## config.mk

```make
export PLATFORM = sky130hd
export DESIGN_NAME = message_sequencer
export DESIGN_NICKNAME = d
export VERILOG_FILES = /design/src/rtl/message_sequencer_pkg.sv /design/src/rtl/message_sequencer.sv
export SDC_FILE = /design/constraint.sdc
export NUM_CORES = 1
export LEC_CHECK = 0
export ABC_AREA = 1
export CAP_MARGIN = 10
export CORE_ASPECT_RATIO = 0.8
export CORE_UTILIZATION = 35
export DETAILED_ROUTE_END_ITERATION = 8
export DONT_BUFFER_PORTS = 1
export PLACE_DENSITY_LB_ADDON = 0.25
export SLEW_MARGIN = 10
export SYNTH_ARGS = -nofsm -noshare
export SYNTH_HDL_FRONTEND = slang
export SYNTH_SLANG_ARGS = --single-unit
```

## constraint.sdc

```tcl
create_clock -name clk -period 2.42 [get_ports clk]
set_input_delay 0.121 -clock clk [delete_from_list [all_inputs] [get_ports clk]]
set_output_delay 0.121 -clock clk [all_outputs]
set_load 0.05 [all_outputs]
```

## src/rtl/message_sequencer_pkg.sv

```systemverilog
// Shared encodings and sizing for the message ROM sequencer.
package message_sequencer_pkg;

  localparam int MSG_LEN_DEF  = 14;
  localparam int MIN_MESS_DEF = 1;
  localparam int MAX_MESS_DEF = 17;
  localparam int ADDR_W       = 4;

  typedef enum logic [1:0] {
    ST_IDLE = 2'd0,
    ST_ADDR = 2'd1,
    ST_DATA = 2'd2,
    ST_GAP  = 2'd3
  } state_e;

endpackage

```

## src/rtl/message_sequencer.sv

```systemverilog
// Walks one message of the character ROM onto the serial transmitter, one byte per
// new_tx_data strobe, with a single-entry pending slot for requests that arrive mid-message.
module message_sequencer
  import message_sequencer_pkg::*;
#(
  parameter int MSG_LEN  = MSG_LEN_DEF,
  parameter int MIN_MESS = MIN_MESS_DEF,
  parameter int MAX_MESS = MAX_MESS_DEF
) (
  input  logic              clk,
  input  logic              rst,
  input  logic              req,
  input  logic [7:0]        req_mess,
  output logic [7:0]        rom_mess,
  output logic [ADDR_W-1:0] rom_addr,
  input  logic [7:0]        rom_data,
  output logic [7:0]        tx_data,
  output logic              new_tx_data,
  input  logic              tx_busy,
  output logic              busy,
  output logic              req_err,
  output logic              done
);

  state_e            state_q, state_d;
  logic [7:0]        rom_mess_q, rom_mess_d;
  logic [ADDR_W-1:0] rom_addr_q, rom_addr_d;
  logic [7:0]        tx_data_q, tx_data_d;
  logic              new_tx_data_q, new_tx_data_d;
  logic              req_err_q, req_err_d;
  logic              done_q, done_d;
  logic              pend_vld_q, pend_vld_d;
  logic [7:0]        pend_mess_q, pend_mess_d;
  logic              req_ok;
  logic              last_addr;

  function automatic logic mess_valid(input logic [7:0] m);
    return (m >= 8'(MIN_MESS)) && (m <= 8'(MAX_MESS));
  endfunction

  always_ff @(posedge clk or posedge rst) begin
    if (rst) begin
      state_q       <= ST_IDLE;
      rom_mess_q    <= '0;
      rom_addr_q    <= '0;
      tx_data_q     <= '0;
      new_tx_data_q <= 1'b0;
      req_err_q     <= 1'b0;
      done_q        <= 1'b0;
      pend_vld_q    <= 1'b0;
      pend_mess_q   <= '0;
    end else begin
      state_q       <= state_d;
      rom_mess_q    <= rom_mess_d;
      rom_addr_q    <= rom_addr_d;
      tx_data_q     <= tx_data_d;
      new_tx_data_q <= new_tx_data_d;
      req_err_q     <= req_err_d;
      done_q        <= done_d;
      pend_vld_q    <= pend_vld_d;
      pend_mess_q   <= pend_mess_d;
    end
  end

  always_comb begin
    state_d       = state_q;
    rom_mess_d    = rom_mess_q;
    rom_addr_d    = rom_addr_q;
    tx_data_d     = tx_data_q;
    new_tx_data_d = 1'b0;
    done_d        = 1'b0;
    pend_vld_d    = pend_vld_q;
    pend_mess_d   = pend_mess_q;
    req_ok        = req && mess_valid(req_mess);
    last_addr     = (rom_addr_q == ADDR_W'(MSG_LEN - 1));
    // In IDLE the pending slot empties as it launches, so a new valid request can refill it.
    req_err_d     = req && (!mess_valid(req_mess) || (state_q != ST_IDLE && pend_vld_q));

    case (state_q)
      ST_IDLE: begin
        if (pend_vld_q) begin
          rom_mess_d = pend_mess_q;
          rom_addr_d = '0;
          state_d    = ST_ADDR;
          pend_vld_d = req_ok;
          if (req_ok) pend_mess_d = req_mess;
        end else if (req_ok) begin
          rom_mess_d = req_mess;
          rom_addr_d = '0;
          state_d    = ST_ADDR;
        end
      end
      ST_ADDR: state_d = ST_DATA;
      ST_DATA: begin
        if (!tx_busy) begin
          tx_data_d     = rom_data;
          new_tx_data_d = 1'b1;
          done_d        = last_addr;
          state_d       = ST_GAP;
        end
      end
      ST_GAP: begin
        // tx_busy only rises a cycle after the strobe, so it is not looked at here.
        if (last_addr) begin
          state_d = ST_IDLE;
        end else begin
          rom_addr_d = rom_addr_q + 1'b1;
          state_d    = ST_ADDR;
        end
      end
      default: state_d = ST_IDLE;
    endcase

    if (state_q != ST_IDLE && req_ok && !pend_vld_q) begin
      pend_vld_d  = 1'b1;
      pend_mess_d = req_mess;
    end
  end

  assign rom_mess    = rom_mess_q;
  assign rom_addr    = rom_addr_q;
  assign tx_data     = tx_data_q;
  assign new_tx_data = new_tx_data_q;
  assign req_err     = req_err_q;
  assign done        = done_q;
  assign busy        = (state_q != ST_IDLE) || pend_vld_q;

endmodule
```

# [After elaboration in Yosys (flattened, before gate mapping)]
# Index checks and enable logic that the tools add are counted.
[totals] reg_bits=34 latch_bits=0 mem_bits_rw=0 mem_bits_ro=0 in_bits=20 output_inout_bits=24 word_cells=63 memories=0
[op_classes] addsub=1 n_mul=0 n_div=0 order_cmp=2 eq_ne=7 shifts=0 n_mux=21 n_bitwise=1 reduce_logical=22
[op_table] op="$mux 8" count=5
[op_table] op="$mux 4" count=3
[op_table] op="$reduce_bool 2->1" count=6
[op_table] op="$ge 8x1->1 const B" count=1
[op_table] op="$le 8x5->1 const B" count=1
[op_table] op="$mux 1" count=8
[op_table] op="$pmux 2 s4" count=1
[op_table] op="$pmux 4 s2" count=1
[op_table] op="$logic_and 1x1->1" count=6
[op_table] op="$mux 2" count=3
[op_table] op="$reduce_and 2->1" count=3
[op_table] op="$reduce_and 3->1" count=2
[op_table] op="$add 4x1->4 const B" count=1
[op_table] op="$eq 2x2->1 const B" count=2
[op_table] op="$eq 4x4->1 const B" count=1
[op_table] op="$ne 2x2->1 const B" count=2
[op_table] op="$ne 3x3->1 const B" count=1
[op_table] op="$eq 2x1->1 const B" count=1
[op_table] op="$logic_not 1->1" count=2
[op_table] op="$logic_not 2->1" count=1
[op_table] op="$logic_or 1x1->1" count=2
[op_table] op="$not 1->1" count=1

# [Longest topological paths before layout]
# Gate-level depths: netlist (run 1).
[logic_depth] depth_word=7 ltp_mapped=9 depth_no_buf=8

# [Least setup slack after synthesis (run 1)]
# Ideal clock, no wire load.
[synth_path] kind="flip-flop to flip-flop" startpoint="register rom_addr_q[1] (netlist: rom_addr[1])" endpoint="register rom_addr_q[0] (netlist: rom_addr[0])" setup_ns=0.120 arrival_time_ns=1.468 t_required_ns=2.300 slack_ns=0.832 path_stages_with_launch=9 n_path_buf=0 synth_period_minus_slack_ns=1.588 cell_sequence="dfrtp_1 -> inv_1 -> ha_1 -> nand3_1 -> nand2_1 -> o21ai_0 -> nand2_1 -> nand2_1 -> nand2_1"
[synth_between] elab_chain_cells=3
[synth_rtl] item="start, declared" line="message_sequencer.sv:27" text="logic [ADDR_W-1:0] rom_addr_q, rom_addr_d;"
[synth_rtl] item="start signal, assigned" line="message_sequencer.sv:55" text="rom_addr_q <= rom_addr_d;"
[synth_rtl] item="$eq 4x4->1" line="message_sequencer.sv:75" text="last_addr = (rom_addr_q == ADDR_W'(MSG_LEN - 1));"
[synth_rtl] item="$ne 2x2->1 (no source line)"
[synth_rtl] item="$reduce_and 3->1 (no source line)"
# Every way passes these cells.
# A chain may end at the register's enable or synchronous reset.

# [Final worst setup path (run 1)]
[layout_path] startpoint="register state_q[0]" endpoint="output busy"
[layout_between] elab_chain_cells=2
[layout_rtl] item="start, declared" line="message_sequencer.sv:25" text="state_e state_q, state_d;"
[layout_rtl] item="start signal, assigned" line="message_sequencer.sv:53" text="state_q <= state_d;"
[layout_rtl] item="$reduce_bool 2->1" line="message_sequencer.sv:126" text="assign busy = (state_q != ST_IDLE) || pend_vld_q;"
[layout_rtl] item="$logic_or 1x1->1" line="message_sequencer.sv:126"
[layout_rtl] item="end, declared" line="message_sequencer.sv:20" text="output logic busy,"
# Every way passes these cells.

==> results of run 1 <==
## where the power goes
part           leakage (uW)  switching [uW]  internal [uW]  total, uW
Clock             0.0000524             195            308        503
Combinational      0.000594             520            236        757
Sequential         0.000438             600            766       1370
Total               0.00108            1320           1310       2630
## stage by stage
stage | hold WS [ns] | util, %
final | 0.0333 | 45.8
after global routing | 0.0479 | 45.8
after CTS | 0.00611 | 45.5
after detailed placement | 0.145 | 40.1
after global placement | 0.137 | 40.1
after floorplan | 0.234 | -
## repair_timing
action / in CTS / in global routing
setup endpoints to repair: 0 / 0
hold buffers: 13 / 1
hold endpoints to repair: 46 / 1
## cell usage after synthesis, drive strengths merged
library cell / n / area, sq um
nor3: 1 / 16.3
xor2: 1 / 8.76
ha: 5 / 62.6
o211ai: 1 / 7.51
o21ai: 2 / 10.0
buf: 2 / 12.5
xnor2: 1 / 8.76
a21oi: 1 / 5.00
nand3: 19 / 113
dfrtp: 34 / 851
inv: 17 / 63.8
nand2: 99 / 389
clkinv: 2 / 7.51
nor2: 8 / 42.5
nand4: 6 / 43.8
## kinds of logic after synthesis
| logic type | after synthesis | share of synthesized area (%) |
|---|---|---|
| adder cells (fa/ha/maj) | 5 | 3.81 |
| flip-flops | 34 | 51.8 |
| XOR/XNOR | 2 | 1.07 |
| AO/OA/AOI/OAI | 4 | 1.37 |
| AND/OR/NAND/NOR | 133 | 36.8 |
| buffers and inverters | 21 | 5.11 |
## registers in the layout, indices dropped and copies added, names as in the netlist
signal / flops
pend_mess_q: 8
done: 1
req_err: 1
rom_addr: 4
rom_mess: 8
state_q: 2
tx_data: 8
new_tx_data: 1
pend_vld_q: 1
## layer usage
layer / vias up / share of wire [%]
met3: 2 / 4.1
met5: - / 0
met1: 562 / 51
met4: 0 / 1.2
met2: 22 / 44
li1: 671 / -
## cell type report
class                      instances  area, sq um  area share [%]
tap                               57         71.3            3.59
inverter                          19         71.3            3.59
timing repair buffer              19          178            8.95
clock buffer                       7         76.3            3.85
multi-input combinational        144          707            35.6
clock inverter                     1         30.0            1.51
sequential                        34          851            42.9
## path summary, 6_finish.rpt
| kind | from | endpoint | slack [ns] |
|---|---|---|---|
| worst min register to register | pend_mess_q[4] | pend_mess_q[4] | 0.47 |
| worst max-delay path | state_q[0] | busy | 0.57 |
| min in group asynchronous | rst | tx_data[7] | 0.39 |
| max in group asynchronous | rst | pend_mess_q[7] | 1.72 |
| worst max register to register | state_q[0] | pend_mess_q[3] | 0.61 |
| worst min-delay path | req | req_err | 0.03 |
==> impl_metrics.py, run 1 <==
metrics = {
    "run_status": {
        "run_status": "completed",
    },
    "sta": {
        "setup_repair_after_global_routing_missed_its_margin": "false",
        "hold_violations": 0,
        "worst_slew_pin_slew_ns": 0.555,
        "timing.final.ws_setup_ns": 0.566,
        "final_max_slew_viol_count": 0,
        "skew_ns": 0.00410,
        "setup-tns-final_ns": 0,
        "min_period_over_period_pct": 76.6,
        "number_of_setup_violations_in_the_final_report": 0,
        "period_minus_slack_ns": 1.85,
        "fmaxAchievable_ghz": 0.539,
        "relSlewSlack_pct": 63.0,
    },
    "detailed_routing": {
        "finalWirelength_um": 3370,
        "first_pass_iters": 4,
        "vias_per_cell": 4.47,
        "drc": 0,
        "routedWlPerCell_um": 12.0,
        "detailedRoute.firstIterationViolations": 79,
        "antenna_violating_nets_left": 0,
        "dr_total_vias": 1257,
    },
    "die": {
        "die_y_um": 63.3,
        "die-width_um": 78.6,
        "starting_density_of_the_core_pct": 37.9,
        "floorplan.die_area_sq_um": 4970,
        "core-area_sq_um": 4340,
        "std_cell_rows": 21,
        "pin_count": 44,
    },
    "power_and_ir_drop": {
        "cellLeakagePower_uw": 0.00108,
        "worst_ir_drop_vdd_mv": 0.489,
        "report.power.total_uw": 2630,
        "power.density_cell_area_nw_per_um2": 1320,
    },
    "global_routing": {
        "grt_first_pass_wirelength_um": 5930,
        "grt_max_degree": 35,
        "antenna_found_initial": 0,
        "globalRouteTotalUtil_pct": 15.8,
        "global_route.peak_usage_layer": "met2",
        "number_of_global_route_vias_before_repair": 1228,
        "groute.layer.met2.usage_pct": 23.2,
        "met3_usage_pct": 5.07,
        "globalRouteOverflowTotal": 0,
        "met1_usage_pct": 20.9,
    },
    "clock_tree": {
        "cts_tree": "done",
        "cts-buffers-inserted": 5,
        "cts_setup_buffers": 0,
        "clkLatencyLatePin_ns": 0.28,
        "cts_root_buf": "clkbuf_8",
        "ctsLongestPathBuffers": 2,
        "path_clk_slew_ns": 0.07,
        "cts-htree-levels": 2,
        "post_cts.resized_instances": 0,
        "cts_sinks": 34,
    },
    "yosys": {
        "synthesis.area_sq_um": 1640,
        "avgSynthCellArea_sq_um": 8.25,
        "synth.yosys.warnings": 0,
        "register_bit_total_from_synthesis": 34,
        "synth.yosys.seq_area_share_pct": 51.8,
        "count_of_distinct_cell_types_in_the_synthesized_netlist": 24,
        "syn_nets": 224,
        "cell_count_after_synthesis": 199,
    },
    "finish": {
        "layout.cells.non_filler": 281,
        "layout_commonest_cell": "nand2_1",
        "mostFrequentLayoutCells": "nand2_1, dfrtp_1, nand3_1",
        "areaGrowthSynthToFinish_pct": 20.9,
        "num-fill-cells": 433,
        "layout-drive-gt1-share_pct": 11.2,
        "final_net_count": 248,
        "final_design_area_no_fill_sq_um": 1980,
        "diodes": 0,
    },
    "worst_setup_path": {
        "critPathMaxFanout": 10,
        "critPathCaptureType": "primary output",
        "cpMaxStageDelayCell": "ha_1",
        "critical_path.top_delay_family": "buffers and inverters",
        "worst_setup_sp_type": "register",
        "required_arrival_time_at_the_worst_endpoint_ns": 2.30,
        "worst-endpoint-arrival_ns": 1.73,
        "cpPeakStageDelay_ns": 0.41,
        "critical_path_cell_count": 5,
        "rr_worst_depth": 8,
        "path_common_cell": "inv_2",
        "setup.worst_path.class": "register to primary output",
        "cp.buffers_inverters": 3,
        "cp_cell_sequence": "inv_1 -> ha_1 -> inv_2 -> nor2_1 -> inv_2",
    },
    "worst_hold_path": {
        "min-delay-path-class": "input port to register",
        "holdPathStages": 2,
    },
    "placement": {
        "pre_cts_slack_ns": 0.629,
        "dpl_cell_area_sq_um": 1740,
        "place_congestion": 0.761,
        "dp_hpwl_um": 2400,
        "placement.io_buffers": 0,
        "place_inst": 259,
    },
    "flow_run": {
        "timing.max_cap.violations": 0,
    },
}
No activity file was read; power rests on OpenSTA's default activity.
==> run 2, diff against run 1 <==
--- a/config.mk
+++ b/config.mk
@@ -5,7 +5,7 @@
 export SDC_FILE = /design/constraint.sdc
 export NUM_CORES = 1
 export LEC_CHECK = 0
-export ABC_AREA = 1
+export ABC_AREA = 0
 export CAP_MARGIN = 10
 export CORE_ASPECT_RATIO = 0.8
 export CORE_UTILIZATION = 35
==> constraint.sdc (replaced) <==
create_clock -name clk -period 1.5 [get_ports clk]
set_input_delay 0.075 -clock clk [delete_from_list [all_inputs] [get_ports clk]]
set_output_delay 0.075 -clock clk [all_outputs]
set_load 0.05 [all_outputs]
==> impl_metrics.py, run 2 <==
metrics = {
    "power_and_ir_drop": {
        "power.share.combinational_pct": 51.6,
        "cellLeakagePower_uw": 0.00103,
        "power.density_cell_area_nw_per_um2": 2240,
        "worst_ir_drop_vdd_mv": 0.928,
        "p_int_uw": 2930,
        "seq_power_share_pct": 32.7,
        "clock_power_share_pct": 15.7,
        "netSwitchingPower_uw": 2210,
        "sw_frac_of_total_pct": 43.0,
    },
    "yosys": {
        "synth_edf_count": 0,
        "post-synth-top-area-fraction_pct": 55.6,
        "cell_count_after_synthesis": 128,
        "count_of_distinct_cell_types_in_the_synthesized_netlist": 30,
        "syn_nets": 153,
        "avgSynthCellArea_sq_um": 11.9,
        "synth_ff_type": "dfrtp_1",
        "yosys.area.top_type": "dfrtp_1",
        "register_bit_total_from_synthesis": 34,
        "synth_common_cells": "dfrtp_1, nand2_1, mux2_2",
        "synth.yosys.seq_area_share_pct": 55.6,
        "synth.yosys.warnings": 0,
        "synthesis.area_sq_um": 1530,
        "synth.top_cells.by_area": "dfrtp_1, mux2_2, mux2i_1",
        "synth-async-reset-ratio_pct": 100,
        "synth_most_common_cell": "dfrtp_1",
    },
    "die": {
        "core-area_sq_um": 4180,
        "starting_density_of_the_core_pct": 36.6,
        "pin_count": 44,
        "std_cell_rows": 21,
        "die_y_um": 61.1,
        "die-width_um": 75.9,
        "floorplan.die_area_sq_um": 4640,
    },
    "worst_setup_path": {
        "worst_setup_sp_type": "register",
        "worst-endpoint-arrival_ns": 1.72,
        "critical_path.top_delay_family": "flip-flops",
        "critPathMaxFanout": 4,
        "cpMaxStageDelayCell": "dfrtp_1",
        "cpPeakStageDelay_ns": 0.42,
        "required_arrival_time_at_the_worst_endpoint_ns": 1.71,
        "critPathCaptureType": "register",
        "cp.buffers_inverters": 2,
        "cp_cell_sequence": "inv_2 -> ha_4 -> buf_6 -> nand2b_4 -> o2bb2ai_4 -> or3_4 -> a21oi_2",
        "setup.worst_path.class": "register to register",
    },
    "sta": {
        "period_minus_slack_ns": 1.51,
        "fmaxAchievable_ghz": 0.664,
        "relSlewSlack_pct": 68.2,
        "worst_slew_pin_slew_ns": 0.477,
        "number_of_setup_violations_in_the_final_report": 4,
        "skew_ns": 0.00824,
        "timing.final.ws_setup_ns": -0.00696,
        "hold_violations": 0,
        "whs_ns": 0.0113,
        "final_max_slew_viol_count": 0,
        "setup_repair_after_global_routing_missed_its_margin": "true",
        "min_period_over_period_pct": 100,
    },
    "placement": {
        "placement.io_buffers": 0,
        "dp_hpwl_um": 2330,
        "place_congestion": 0.746,
        "pre_cts_slack_ns": -0.113,
        "place_inst": 215,
    },
    "clock_tree": {
        "cts_sinks": 34,
        "path_clk_slew_ns": 0.06,
        "cts-buffers-inserted": 5,
        "cts-htree-levels": 2,
        "ctsLongestPathBuffers": 2,
        "cts_root_buf": "clkbuf_8",
        "clkLatencyLatePin_ns": 0.29,
        "cts_tree": "done",
    },
    "global_routing": {
        "antenna_found_initial": 0,
        "met3_usage_pct": 5.07,
        "met1_usage_pct": 21.5,
        "groute.layer.met2.usage_pct": 27.6,
        "grt_first_pass_wirelength_um": 5700,
        "globalRouteTotalUtil_pct": 17.4,
        "globalRouteOverflowTotal": 0,
        "grt_max_degree": 35,
        "global_route.peak_usage_layer": "met2",
        "number_of_global_route_vias_before_repair": 1251,
    },
    "finish": {
        "layout.cells.non_filler": 245,
        "layout-drive-gt1-share_pct": 44.1,
        "mostFrequentLayoutCells": "buf_4, dfrtp_1, dlygate4sd3_1",
        "num-fill-cells": 350,
        "diodes": 0,
        "layout_commonest_cell": "buf_4",
        "utilization_pct": 55.0,
        "final_net_count": 212,
        "areaGrowthSynthToFinish_pct": 50.3,
    },
    "run_status": {
        "run_status": "finished with violations",
        "violations": "negative setup slack",
    },
    "detailed_routing": {
        "antenna_violating_nets_left": 0,
        "routedWlPerCell_um": 14.6,
        "finalWirelength_um": 3570,
        "first_pass_iters": 4,
        "vias_per_cell": 4.85,
        "drc": 0,
        "detailedRoute.firstIterationViolations": 16,
        "dr_total_vias": 1188,
    },
    "flow_run": {
        "timing.max_cap.violations": 0,
    },
    "worst_hold_path": {
        "min-delay-path-class": "input port to register",
    },
}
## run 2: cell types whose count changed after synthesis, moves of 3 or more
| cell | before | now |
|---|---|---|
| mux2_2 | 0 | 13 |
| mux2i_1 | 0 | 9 |
| o21ai_1 | 0 | 3 |
| o21ai_0 | 2 | 7 |
| nand2_1 | 94 | 15 |
| inv_1 | 15 | 6 |
| nor2b_1 | 0 | 4 |
| nand2_2 | 4 | 0 |
| nand3_1 | 17 | 2 |
| nand4_1 | 5 | 0 |
## run 2: cells by family after synthesis
logic type,synth area share [%]
adders and majority gates,4.75
AOI/OAI and AO/OA,10.6
DFF,55.6
and+or+nand+nor,10.9
buffers and inverters,2.62
muxes,15.5
## run 2: layer usage
metal	vias to the layer above	part of all wire, %
met2	29	47
met1	584	45
met3	11	4.6
li1	564	-
met5	-	0
met4	0	2.7
## run 2: worst paths after layout
| kind | startpoint | endpoint | slack, ns | cells after the start |
|---|---|---|---|---|
| worst max register to register | state_q[1] | rom_addr[3] | -0.007 | 7 |
| max in group asynchronous | rst | rom_addr[0] | 0.83 | 3 |
| worst min register to register | rom_mess[0] | rom_mess[0] | 0.48 | 2 |
| worst max-delay path | state_q[1] | rom_addr[3] | -0.007 | 7 |
| worst min-delay path | req_mess[6] | rom_mess[6] | 0.01 | 2 |
| min in group asynchronous | rst | tx_data[0] | 0.32 | 3 |
## run 2: stage by stage
step | power, uW | TNS (ns) | area, sq um
after global placement | 3970 | -0.275 | 1910
after detailed placement | 4050 | -0.528 | 1910
after global routing | 5440 | -0.852 | 2300
after CTS | 5130 | -0.285 | 2280
final | 5140 | -0.0171 | 2300
after floorplan | 3310 | -0.663 | 1610
## run 2: layout make-up
cell class	count	area (sq um)	area share (%)
clock buffer	5	68.8	2.99
sequential	34	853	37.1
multi-input combinational	84	761	33.1
timing repair buffer	56	482	21.0
tap	57	71.3	3.10
inverter	6	22.5	0.980
clock inverter	3	40.0	1.74
## run 2: power by group through the flow
stage          clock, uW  sequential (uW)  combinational [uW]
3_5_place_dp           0             1690                2350
2_1_floorplan          0             2340                 969
5_1_grt              868             1730                2840
3_3_place_gp           0             1670                2300
4_1_cts              835             1680                2610
6_report             809             1680                2650
## run 2: worst register-to-register path: stages, from the launching register on
cell and delay, ns:
dfrtp_1 0.42, inv_2 0.10, ha_4 0.17, buf_6 0.11, nand2b_4 0.05, o2bb2ai_4 0.13
or3_4 0.34, a21oi_2 0.12
## run 2: repair_timing
item                                    CTS  global route
setup buffers                             4             1
gates cloned                              1             0
pin swaps                                 5             5
gates resized for setup                  14             7
endpoints found under the setup margin   15            18
hold buffers                             17             0
endpoints found under the hold margin    55             0
==> run 3, diff against run 2 <==
==> constraint.sdc (replaced) <==
create_clock -name clk -period 1.7 [get_ports clk]
set_input_delay 0.085 -clock clk [delete_from_list [all_inputs] [get_ports clk]]
set_output_delay 0.085 -clock clk [all_outputs]
set_load 0.05 [all_outputs]
==> impl_metrics.py, run 3 (same netlist as run 2, synthesis figures left out) <==
metrics = {
    "run_status": {
        "run_status": "completed",
    },
    "sta": {
        "number_of_setup_violations_in_the_final_report": 0,
        "min_period_over_period_pct": 94.5,
        "hold_violations": 0,
        "fmaxAchievable_ghz": 0.623,
        "skew_ns": 0.00135,
        "timing.final.ws_setup_ns": 0.0943,
        "period_minus_slack_ns": 1.61,
        "setup_repair_after_global_routing_missed_its_margin": "false",
        "relSlewSlack_pct": 67.7,
        "setup-tns-final_ns": 0,
        "final_max_slew_viol_count": 0,
        "worst_slew_pin_slew_ns": 0.484,
    },
    "global_routing": {
        "number_of_global_route_vias_before_repair": 1159,
        "globalRouteOverflowTotal": 0,
        "globalRouteTotalUtil_pct": 15.2,
        "grt_max_degree": 35,
        "grt_first_pass_wirelength_um": 5100,
        "antenna_found_initial": 0,
    },
    "detailed_routing": {
        "route.met3.wl_um": 146,
        "routed.top_layer": "met4",
        "routedWlPerCell_um": 14.1,
        "first_pass_iters": 4,
        "vias_per_cell": 4.91,
        "dr_total_vias": 1075,
        "detailedRoute.firstIterationViolations": 30,
        "finalWirelength_um": 3080,
        "drc": 0,
        "antenna_violating_nets_left": 0,
        "dr_wl_met2_um": 1510,
        "detail_route.wirelength.met1_um": 1380,
    },
    "worst_setup_path": {
        "worst-endpoint-arrival_ns": 1.81,
        "critPathMaxFanout": 4,
        "worst_setup_sp_type": "register",
        "critPathCaptureType": "register",
        "setup.worst_path.class": "register to register",
        "required_arrival_time_at_the_worst_endpoint_ns": 1.90,
    },
    "finish": {
        "areaGrowthSynthToFinish_pct": 28.2,
        "mostFrequentLayoutCells": "dfrtp_1, dlygate4sd3_1, nand2_1, buf_4, mux2_2",
        "layout-drive-gt1-share_pct": 26.5,
        "final_net_count": 187,
        "utilization_pct": 46.9,
        "layout_commonest_cell": "dfrtp_1",
        "diodes": 0,
    },
    "die": {
        "die_y_um": 61.1,
        "std_cell_rows": 21,
        "die-width_um": 75.9,
        "core-area_sq_um": 4180,
        "floorplan.die_area_sq_um": 4640,
        "pin_count": 44,
        "starting_density_of_the_core_pct": 36.6,
    },
    "clock_tree": {
        "ctsLongestPathBuffers": 2,
        "clkLatencyLatePin_ns": 0.28,
        "cts_root_buf": "clkbuf_8",
        "cts_sinks": 34,
        "path_clk_slew_ns": 0.07,
        "cts_tree": "done",
        "cts-buffers-inserted": 5,
        "cts-htree-levels": 2,
    },
    "flow_run": {
        "timing.max_cap.violations": 0,
    },
    "power_and_ir_drop": {
        "worst_ir_drop_vdd_mv": 0.982,
        "power.density_cell_area_nw_per_um2": 1900,
        "cellLeakagePower_uw": 0.000868,
        "report.power.total_uw": 3720,
    },
    "worst_hold_path": {
        "min-delay-path-class": "input port to register",
    },
    "placement": {
        "place_congestion": 0.815,
        "dp_hpwl_um": 2240,
        "pre_cts_slack_ns": -0.00960,
        "placement.io_buffers": 0,
    },
}
run 3: changes by cell type in the layout (fill, tap and decap cells not counted), moves of 2 or more:
cell,before,now
ha_1,1,4
mux2_2,8,13
buf_6,5,0
inv_2,4,0
ha_4,3,1
nand2_1,13,15
inv_1,2,6
buf_4,34,15
mux2_4,5,0
run 3: cell type report:
cell class	instances	area (sq um)
tap	57	71.3
clock buffer	5	68.8
fill	392	2220
sequential	34	853
multi-input combinational	84	661
timing repair buffer	31	273
clock inverter	2	10.0
inverter	6	22.5
run 3: metrics by stage:
step / std cells / cell area [sq um] / hold slack, ns
floorplan: 128 / 1540 / 0.155
global placement: 196 / 1710 / 0.0908
detailed placement: 196 / 1710 / 0.103
CTS: 219 / 1950 / 0.00482
global route: 219 / 1960 / 0.0251
finish: 219 / 1960 / 0.00875
run 3: path summary, 6_finish.rpt:
kind                                  end  slack [ns]  cells past startpoint            from
setup / recovery              rom_addr[3]        0.09                      6      state_q[0]
hold / removal                rom_mess[2]       0.009                      2     req_mess[2]
setup reg to reg              rom_addr[3]        0.09                      6      state_q[0]
hold reg to reg            pend_mess_q[5]        0.50                      1  pend_mess_q[5]
max in group asynchronous     rom_addr[1]        1.02                      3             rst
min in group asynchronous      tx_data[7]        0.35                      3             rst
run 3: worst max-delay path, stage by stage, from the launching register on:
cell	delay (ns)
dfrtp_1	0.38
buf_4	0.15
ha_1	0.21
nand2b_1	0.16
o2bb2ai_2	0.12
or3_1	0.35
a21oi_1	0.16
run 3: routing by layer:
metal,vias to the layer above,track usage [%]
li1,518,-
met1,530,18.6
met2,23,25.2
met3,4,4.09
met4,0,6.88
met5,-,0
run 3: report_power, final:
part	switching, uW	internal, uW
logic	641	577
registers	853	1110
clock network	271	274
total	1770	1960
run 3: timing repair:
action	in CTS	in global routing
gates resized for setup	1	2
pin swaps	0	0
hold buffers	16	0
setup buffers	0	0
endpoints found under the setup margin	5	5
hold endpoints to repair	50	0
